===== src/rtl/mem_a_to_b_transfer_pkg.sv =====
// Shared constants and types for the memory A -> memory B transfer block.
package mem_xfer_pkg;

   localparam int unsigned DATA_W = 8;
   localparam int unsigned ADDR_W = 3;
   localparam int unsigned DEPTH  = 8;

   localparam logic [DATA_W-1:0] SAT_MAX = '1;

   localparam logic MODE_COPY    = 1'b0;
   localparam logic MODE_PAIRSUM = 1'b1;

   typedef enum logic [1:0] {
      IDLE  = 2'd0,
      RUN   = 2'd1,
      DRAIN = 2'd2,
      DONE  = 2'd3
   } state_t;

endpackage : mem_xfer_pkg


===== src/rtl/mem_a_to_b_transfer_if.sv =====
// Control handshake plus memory A read port and memory B write port.
interface mem_a_to_b_transfer_if #(
   parameter int unsigned DATA_W = mem_xfer_pkg::DATA_W,
   parameter int unsigned ADDR_W = mem_xfer_pkg::ADDR_W
);

   logic              start;
   logic              mode;
   logic              busy;
   logic              done;
   logic [ADDR_W-1:0] AddrA;
   logic              WEA;
   logic [DATA_W-1:0] DOut1;
   logic              WEB;
   logic [ADDR_W-1:0] AddrB;
   logic [DATA_W-1:0] DataInB;

   // Transfer controller side
   modport master (
      input  start, mode, DOut1,
      output busy, done, AddrA, WEA, WEB, AddrB, DataInB
   );

   // Host / memory side
   modport slave (
      output start, mode, DOut1,
      input  busy, done, AddrA, WEA, WEB, AddrB, DataInB
   );

endinterface : mem_a_to_b_transfer_if


===== src/rtl/mem_a_to_b_transfer_sat_add.sv =====
// Combinational unsigned adder that clamps to all-ones on carry out.
module sat_add #(
   parameter int unsigned DATA_W = mem_xfer_pkg::DATA_W
) (
   input  logic [DATA_W-1:0] i_a,
   input  logic [DATA_W-1:0] i_b,
   output logic [DATA_W-1:0] o_sum
);

   logic [DATA_W:0] w_full;

   // Sum in DATA_W+1 bits; the carry selects the clamp value
   always_comb begin
      w_full = {1'b0, i_a} + {1'b0, i_b};
      o_sum  = w_full[DATA_W] ? '1 : w_full[DATA_W-1:0];
   end

endmodule : sat_add


===== src/rtl/mem_a_to_b_transfer.sv =====
// Sequentially reads all of memory A and writes memory B, either as a
// straight copy or as saturating sums of adjacent word pairs.
module mem_a_to_b_transfer #(
   parameter int unsigned DATA_W = mem_xfer_pkg::DATA_W,
   parameter int unsigned ADDR_W = mem_xfer_pkg::ADDR_W,
   parameter int unsigned DEPTH  = mem_xfer_pkg::DEPTH
) (
   input  logic                  clock,
   input  logic                  reset,
   mem_a_to_b_transfer_if.master bus
);

   import mem_xfer_pkg::*;

   localparam logic [ADDR_W-1:0] LAST_ADDR = ADDR_W'(DEPTH - 1);

   state_t            r_state,   w_state_nxt;
   logic              r_mode,    w_mode_nxt;
   logic              r_busy,    w_busy_nxt;
   logic              r_done,    w_done_nxt;
   logic [ADDR_W-1:0] r_addr_a,  w_addr_a_nxt;
   // bit 0: DOut1 holds valid data this cycle; bit 1: it did last cycle
   logic [1:0]        r_vld,     w_vld_nxt;
   // index of the memory A word currently on DOut1
   logic [ADDR_W-1:0] r_didx,    w_didx_nxt;
   logic [DATA_W-1:0] r_first,   w_first_nxt;
   logic              r_web,     w_web_nxt;
   logic [ADDR_W-1:0] r_addr_b,  w_addr_b_nxt;
   logic [DATA_W-1:0] r_din_b,   w_din_b_nxt;
   logic [DATA_W-1:0] w_sum;

   sat_add #(.DATA_W(DATA_W)) u_sat_add (
      .i_a   (r_first),
      .i_b   (bus.DOut1),
      .o_sum (w_sum)
   );

   // State and all registered outputs, synchronous reset
   always_ff @(posedge clock) begin
      if (reset) begin
         r_state  <= IDLE;
         r_mode   <= MODE_COPY;
         r_busy   <= 1'b0;
         r_done   <= 1'b0;
         r_addr_a <= '0;
         r_vld    <= '0;
         r_didx   <= '0;
         r_first  <= '0;
         r_web    <= 1'b0;
         r_addr_b <= '0;
         r_din_b  <= '0;
      end else begin
         r_state  <= w_state_nxt;
         r_mode   <= w_mode_nxt;
         r_busy   <= w_busy_nxt;
         r_done   <= w_done_nxt;
         r_addr_a <= w_addr_a_nxt;
         r_vld    <= w_vld_nxt;
         r_didx   <= w_didx_nxt;
         r_first  <= w_first_nxt;
         r_web    <= w_web_nxt;
         r_addr_b <= w_addr_b_nxt;
         r_din_b  <= w_din_b_nxt;
      end
   end

   // Sequencing FSM: issue reads, wait for the pipeline to empty, pulse done
   always_comb begin
      w_state_nxt  = r_state;
      w_mode_nxt   = r_mode;
      w_busy_nxt   = r_busy;
      w_done_nxt   = 1'b0;
      w_addr_a_nxt = r_addr_a;
      w_vld_nxt    = {r_vld[0], 1'b0};
      case (r_state)
         IDLE: begin
            if (bus.start) begin
               w_state_nxt  = RUN;
               w_mode_nxt   = bus.mode;
               w_busy_nxt   = 1'b1;
               w_addr_a_nxt = '0;
            end
         end
         RUN: begin
            w_vld_nxt[0] = 1'b1;
            if (r_addr_a == LAST_ADDR) begin
               w_state_nxt = DRAIN;
            end else begin
               w_addr_a_nxt = r_addr_a + 1'b1;
            end
         end
         DRAIN: begin
            // last word was consumed last cycle and nothing is in flight
            if (r_vld == 2'b10) begin
               w_state_nxt = DONE;
               w_busy_nxt  = 1'b0;
               w_done_nxt  = 1'b1;
            end
         end
         DONE: begin
            w_state_nxt  = IDLE;
            w_addr_a_nxt = '0;
         end
         default: begin
            w_state_nxt = IDLE;
         end
      endcase
   end

   // Write path: consume DOut1 and form the memory B write for this word
   always_comb begin
      w_didx_nxt   = r_didx;
      w_first_nxt  = r_first;
      w_web_nxt    = 1'b0;
      w_addr_b_nxt = r_addr_b;
      w_din_b_nxt  = r_din_b;
      if (r_vld[0]) begin
         w_didx_nxt = r_didx + 1'b1;
         if (r_mode == MODE_COPY) begin
            w_web_nxt    = 1'b1;
            w_addr_b_nxt = r_didx;
            w_din_b_nxt  = bus.DOut1;
         end else if (!r_didx[0]) begin
            w_first_nxt = bus.DOut1;
         end else begin
            w_web_nxt    = 1'b1;
            w_addr_b_nxt = r_didx >> 1;
            w_din_b_nxt  = w_sum;
         end
      end
   end

   assign bus.busy    = r_busy;
   assign bus.done    = r_done;
   assign bus.AddrA   = r_addr_a;
   assign bus.WEA     = 1'b0;
   assign bus.WEB     = r_web;
   assign bus.AddrB   = r_addr_b;
   assign bus.DataInB = r_din_b;

endmodule : mem_a_to_b_transfer


===== src/flat_wrapper.sv =====
// flat-port wrapper written by rule: the top's interface ports become plain ports
module mem_a_to_b_transfer_flat import mem_xfer_pkg::*;
#(
   parameter int unsigned DATA_W = mem_xfer_pkg::DATA_W,
   parameter int unsigned ADDR_W = mem_xfer_pkg::ADDR_W,
   parameter int unsigned DEPTH  = mem_xfer_pkg::DEPTH
)
  (clock, reset, bus_start, bus_mode, bus_DOut1, bus_busy, bus_done, bus_AddrA, bus_WEA, bus_WEB, bus_AddrB, bus_DataInB);
  mem_a_to_b_transfer_if #(.DATA_W(DATA_W), .ADDR_W(ADDR_W)) bus_i ();
  input  logic clock;
  input  logic reset;
  input wire logic [$bits(bus_i.start)-1:0] bus_start;
  input wire logic [$bits(bus_i.mode)-1:0] bus_mode;
  input wire logic [$bits(bus_i.DOut1)-1:0] bus_DOut1;
  output wire logic [$bits(bus_i.busy)-1:0] bus_busy;
  output wire logic [$bits(bus_i.done)-1:0] bus_done;
  output wire logic [$bits(bus_i.AddrA)-1:0] bus_AddrA;
  output wire logic [$bits(bus_i.WEA)-1:0] bus_WEA;
  output wire logic [$bits(bus_i.WEB)-1:0] bus_WEB;
  output wire logic [$bits(bus_i.AddrB)-1:0] bus_AddrB;
  output wire logic [$bits(bus_i.DataInB)-1:0] bus_DataInB;
  assign bus_i.start = bus_start;
  assign bus_i.mode = bus_mode;
  assign bus_i.DOut1 = bus_DOut1;
  assign bus_busy = bus_i.busy;
  assign bus_done = bus_i.done;
  assign bus_AddrA = bus_i.AddrA;
  assign bus_WEA = bus_i.WEA;
  assign bus_WEB = bus_i.WEB;
  assign bus_AddrB = bus_i.AddrB;
  assign bus_DataInB = bus_i.DataInB;
  mem_a_to_b_transfer #(.DATA_W(DATA_W), .ADDR_W(ADDR_W), .DEPTH(DEPTH)) u_core (.clock(clock), .reset(reset), .bus(bus_i));
endmodule

===== config.mk =====
export PLATFORM = sky130hd
export DESIGN_NAME = mem_a_to_b_transfer_flat
export DESIGN_NICKNAME = d
export VERILOG_FILES = /design/src/rtl/mem_a_to_b_transfer_pkg.sv /design/src/rtl/mem_a_to_b_transfer_if.sv /design/src/rtl/mem_a_to_b_transfer_sat_add.sv /design/src/rtl/mem_a_to_b_transfer.sv /design/src/flat_wrapper.sv
export SDC_FILE = /design/constraint.sdc
export NUM_CORES = 1
export LEC_CHECK = 0
export ABC_AREA = 1
export BUFFER_PORTS_ARGS = -buffer_cell sky130_fd_sc_hd__buf_2
export CELL_PAD_IN_SITES_DETAIL_PLACEMENT = 1
export CELL_PAD_IN_SITES_GLOBAL_PLACEMENT = 1
export CORE_MARGIN = 5
export CORE_UTILIZATION = 39
export DETAILED_ROUTE_END_ITERATION = 8
export PLACE_DENSITY_LB_ADDON = 0.1
export SYNTH_ARGS = -nofsm -noshare
export SYNTH_HDL_FRONTEND = slang
export SYNTH_HIERARCHICAL = 1
export SYNTH_SLANG_ARGS = --single-unit

===== constraint.sdc =====
create_clock -name clock -period 2.3 [get_ports clock]
set_clock_uncertainty 0.05 [all_clocks]
set_input_delay 0.23 -clock clock [delete_from_list [all_inputs] [get_ports clock]]
set_output_delay 0.23 -clock clock [all_outputs]
set_load 0.005 [all_outputs]

=== After elaboration in Yosys (flattened, before gate mapping) ===
Cells that the tools add are included.

* Add/subtract/negate cells: 3
* Eq/ne operators: 10
* Multiplexer cells: 19
* Bitwise gates (word level): 3
* Reductions and logical operators: 11

{| class="wikitable"
|+ Operators with widths
! operator !! count
|-
| $mux W8 || 3
|-
| $mux W3 || 4
|-
| $reduce_and A3 Y1 || 4
|-
| $add A8 B8 Y9 || 1
|-
| $pmux W3 S3 || 1
|-
| $pmux W2 S4 || 1
|-
| $add A3 B1 Y3 const B || 2
|-
| $eq A2 B2 Y1 const B || 3
|-
| $mux W1 || 6
|-
| $mux W2 || 3
|-
| $ne A2 B2 Y1 const B || 3
|-
| $ne A2 B1 Y1 const B || 2
|-
| $reduce_and A2 Y1 || 2
|-
| $reduce_or A2 Y1 || 2
|-
| $eq A3 B3 Y1 const B || 1
|-
| $not A1 Y1 || 3
|-
| $reduce_bool A3 Y1 || 1
|-
| $eq A2 B1 Y1 const B || 1
|-
| $logic_not A2 Y1 || 1
|-
| $pmux W1 S2 || 1
|-
| $reduce_bool A2 Y1 || 1
|}

* Bits in registers: 33
* Output and inout port bits: 18
* Logic and storage cells: 57

=== Depth between registers and ports, before layout ===
* Depth in word-level cells: 4
* Depth in mapped cells: 12
* Gate-level depth less buffers: 12

=== Hierarchy ===
Netlist, hierarchy kept.

{| class="wikitable"
|+ By module, submodules not included
! module !! instances !! cells an instance !! area an instance (µm²)
|-
| mem_a_to_b_transfer || 1 || 199 || 1447.6
|-
| sat_add || 1 || 74 || 409.1
|}

=== Worst setup path after synthesis ===
Ideal clock, no wire load.

* Path kind: register to register
* Start: reg u_core.r_first[0]
* End: reg u_core.r_din_b[5], in the netlist u_core/bus.DataInB[5]
* Setup time: 0.116 ns
* Arrival time: 1.605 ns
* Path slack: 0.529 ns
* Cell stages (with the launch flop): 13
* Buffers on the path: 0
* Clock period less this slack: 1.771 ns
* Cells stage by stage: dfxtp_1 ha_1 fa_1 nand2_1 nand2_1 nand2_2 nor2_2 nor2_4 nand3_1 nand2_1 nand2_1 nor2_1 nor2_1

* Longest elaborated chain between the ends: 4

{| class="wikitable"
|+ RTL lines
! what !! line !! text
|-
| start: declaration || mem_a_to_b_transfer.sv:26 || <nowiki>logic [DATA_W-1:0] r_first, w_first_nxt;</nowiki>
|-
| start signal: assignment || mem_a_to_b_transfer.sv:60 || <nowiki>r_first <= w_first_nxt;</nowiki>
|-
| $add A8 B8 Y9 || mem_a_to_b_transfer_sat_add.sv:14 || <nowiki>w_full = {1'b0, i_a} + {1'b0, i_b};</nowiki>
|-
| $mux W8 || mem_a_to_b_transfer_sat_add.sv:15 || <nowiki>o_sum = w_full[DATA_W] ? '1 : w_full[DATA_W-1:0];</nowiki>
|-
| named net u_core.w_sum[5] || mem_a_to_b_transfer.sv:30 || <nowiki>logic [DATA_W-1:0] w_sum;</nowiki>
|-
| $mux W8 || mem_a_to_b_transfer.sv:123 || <nowiki>end else if (!r_didx[0]) begin</nowiki>
|-
| $mux W8 || mem_a_to_b_transfer.sv:119 || <nowiki>if (r_mode == MODE_COPY) begin</nowiki>
|-
| end signal: assignment || mem_a_to_b_transfer.sv:63 || <nowiki>r_din_b <= w_din_b_nxt;</nowiki>
|-
| end: declaration || mem_a_to_b_transfer.sv:29 || <nowiki>logic [DATA_W-1:0] r_din_b, w_din_b_nxt;</nowiki>
|}

The timed path passes the listed nets, and every way through them passes these cells. The select of a mux whose other input is x is not followed.
A chain may end at the register's enable or synchronous reset.

=== Worst setup path after layout ===
* Start: reg u_core.r_first[0]
* End: reg u_core.r_din_b[6], in the netlist u_core/bus.DataInB[6]

Same word-level chain as after synthesis.

==> summary.md <==
- number of buffers added by the clock tree synthesis step: 5
- buffers from clock root to sink, at most: 2
- die area: 6240 um2
- capturing point of the worst reg2reg path: u_core/bus.DataInB[6]
- detailed-router iteration count before antenna repair: 4
- Max Slew Vio Count: 0
- most numerous cell on the critical path: sky130_fd_sc_hd__nand2_1
- CTS tree: built
- final worst path period share: 0.877
- class of the worst hold path: input pin to flip-flop
- worst setup path endpoint: u_core/bus.DataInB[6]
- RSZ-0062 raised after global routing: false
- worst slew pin tran: 594 ps
- Synthesized Nets: 301
- Placed Instance Area: 2020 um2
- Fin. Hold Viols: 0
- Antenna Cells: 0
- synthesized cell area: 1860 um2
- Core Region: 4660 um2
- number of standard cells after synthesis: 273
- worst endpoint data arrival time: 2140 ps
- die extent in y: 79 um
- maximum number of pins on one net before global-route repair: 23
- number of cells on the critical path: 12
- number of global-route vias before repair: 1740
- effective utilization at floorplan: 0.398
- fraction of the mapped netlist area in adder cells: 0.112
- share of the yosys chip area belonging to registers: 0.356
- GRT Overall Usage: 0.158
- DRC Markers: 0
- startpoint of the worst setup timing path: u_core/r_first[0]
- count of non-filler cells in the finished layout: 356
- FMAX: 496 MHz
- time the worst path needs with I/O delays and setup: 2020 ps
- setup bufs post-CTS: 0
- register-to-register setup slack: 280 ps
- Cells on Worst Hold Path: 3
- routed wirelength normalized by instance count: 12.8 um
- vias post-DR: 1725
- placed cell count: 348
- Setup Viol. Count Final: 0
- outcome: completed
- number of sinks handled by clock tree synthesis: 33
- fraction of final layout cells with drive strength greater than 1: 0.142
- Data required, critical path: 2420 ps
- cell area after layout: 2140 um2
- hold-fix buffer count after cts: 0
- Post-Synth Simple-Gate Area: 0.286
- storage element area: 661 um2
- power density normalized to cell area: 875 nW/um2
- Critical R2R Launch: u_core/r_first[0]
- cell row count: 25
- horizontal extent of the die: 79 um
- final antenna-violating net count: 0
- total of max-cap violations: 0
- quantity of gates resized following cts: 0
- count of input and output buffers: 28
- insertion delay of the later-clocked pin in the worst-skew pair: 280 ps
- antenna violations before repair: 0
- XOR/XNOR share of the synthesized area: 0.00943
- post-synthesis average cell area: 6.80 um2
- clock root buffer master: sky130_fd_sc_hd__clkbuf_8
- placed wire-length estimate after detailed placement: 3.37 mm
- Filler cells: 636
- Worst Hold Margin: 198 ps
- maximum net fanout on the critical path: 8
- per-cell via count in the routed design: 4.85
- clock-pin slew on the worst setup and hold paths: 70 ps
- relative max-transition margin: 0.604
- largest family of logic cells by synthesized area: simple AND/OR/NAND/NOR gates
- Yosys reg bits: 33
- share of synthesized area spent on multiplexers: 0
- FF-to-FF path depth: 12
- total congestion overflow: 0
- Crit Path Class: flip-flop to flip-flop
- slowest cell delay on critical path: 400 ps
- first-pass GRT wire length: 7.80 mm
- Critical Path Start Type: flip-flop
- setup TNS after final layout: 0 ps
- endpoint type of the worst setup path: flip-flop
- boundary pin count: 30
- VDD IR-drop max: 0.487 mV
- final net count: 329
- number of warning messages in the yosys log: 6
- Detailed Route WL: 4.54 mm
- Multi-input gate area: 1000 um2
- compound-cell area share of the yosys netlist: 0.130
- post-synth cell types: 26
- cell leakage power: 0.00112 uW
- Area Overhead vs Synth: 15.1%
- kind of cell with the highest combined delay on the critical path: simple AND/OR/NAND/NOR gates
- list of cells traversed by the critical path: ha_1, fa_1, nand2_1, nand2_1, nand2_2, nor2_2, nor2_4, nand3_1, nand2_1, nand2_1, nor2_1, nor2_1
- gp weighted congestion: 0.775
- Crit path buffers/inverters: 0
- count of routing violations after the opening detailed-route iteration: 55
- H-tree lvl count: 2
- master of the slowest instance on the critical path: sky130_fd_sc_hd__fa_1
## worst min path at each step
stage | from | endpoint
after floorplan | reset | u_core/bus.done
after global placement | u_core/r_first[4] | u_core/r_first[4]
after detailed placement | u_core/r_first[3] | u_core/r_first[3]
after CTS | bus_start | u_core/bus.busy
after global routing | bus_start | u_core/bus.busy
final | bus_start | u_core/bus.busy
## worst reg2reg max path, stage by stage, from the launching register on
cell and delay, ps:
sky130_fd_sc_hd__dfxtp_1 320, sky130_fd_sc_hd__ha_1 220, sky130_fd_sc_hd__fa_1 400, sky130_fd_sc_hd__nand2_1 100, sky130_fd_sc_hd__nand2_1 90, sky130_fd_sc_hd__nand2_2 90, sky130_fd_sc_hd__nor2_2 50, sky130_fd_sc_hd__nor2_4 180
sky130_fd_sc_hd__nand3_1 120, sky130_fd_sc_hd__nand2_1 100, sky130_fd_sc_hd__nand2_1 60, sky130_fd_sc_hd__nor2_1 90, sky130_fd_sc_hd__nor2_1 50
## Yosys cell counts, drive strengths merged
cell type / number / share of area
or2: 2 / 0.0067
nand3b: 1 / 0.0040
nor2: 35 / 0.076
dfxtp: 33 / 0.36
o21ai: 23 / 0.062
buf: 5 / 0.022
a21oi: 23 / 0.068
ha: 15 / 0.10
nand3: 14 / 0.038
inv: 38 / 0.077
clkbuf: 3 / 0.0061
xor2: 2 / 0.0094
fa: 1 / 0.011
nand2: 73 / 0.15
nor3: 1 / 0.0027
nand4: 3 / 0.010
conb: 1 / 0.0020
## cells by family after synthesis
| logic type | count (synthesis) |
|---|---|
| AND/OR/NAND/NOR | 129 |
| AO/OA/AOI/OAI | 46 |
| buffers and inverters | 46 |
| flip-flops | 33 |
| adder cells (fa/ha/maj) | 16 |
| XOR/XNOR | 2 |
| other | 1 |
## layout by cell type, fill, tap and decap left out, drive strengths merged
cell,instances
nor3,1
conb,1
clkbuf,7
dfxtp,33
nand3b,1
nand4,3
buf,29
fa,1
xor2,2
o21ai,23
nor2,35
inv,38
bufinv,1
or2,2
a21oi,23
ha,15
nand3,14
nand2,73
## state kept, by name, indices dropped and copies added (netlist names)
name,flops
u_core/bus.DataInB,8
u_core/bus.done,1
u_core/bus.busy,1
u_core/r_state,2
u_core/r_first,8
u_core/bus.AddrA,3
u_core/r_didx,3
u_core/bus.WEB,1
u_core/bus.AddrB,3
u_core/r_vld,2
u_core/r_mode,1
## where the power goes
| group | internal (uW) | total [uW] | switching [uW] |
|---|---|---|---|
| logic | 210 | 573 | 363 |
| clock network | 353 | 568 | 215 |
| registers | 657 | 728 | 71.5 |
## stage by stage
step,utilization,worst slack [ps],total power (uW)
after CTS,0.459,288,1900
after floorplan,-,529,1160
after detailed placement,0.434,310,1310
after global placement,0.434,350,1300
final,0.459,282,1870
after global routing,0.459,142,2030
## metal layers
metal  global-route usage  vias to the layer above  routed length [um]
li1                     -                      911                   -
met1                0.206                      788                2290
met2                0.250                       24                2020
met3               0.0442                        2                 194
met4               0.0515                        0                  35
met5                    0                        -                   0
## cell type report
cell class	count	share of cell area
multi-input combinational	194	0.469
clock inverter	1	0.0141
tap	54	0.0316
timing repair buffer	29	0.0691
inverter	38	0.0667
clock buffer	7	0.0404
sequential	33	0.309
Note: power is estimated with default switching activity, not from simulation.
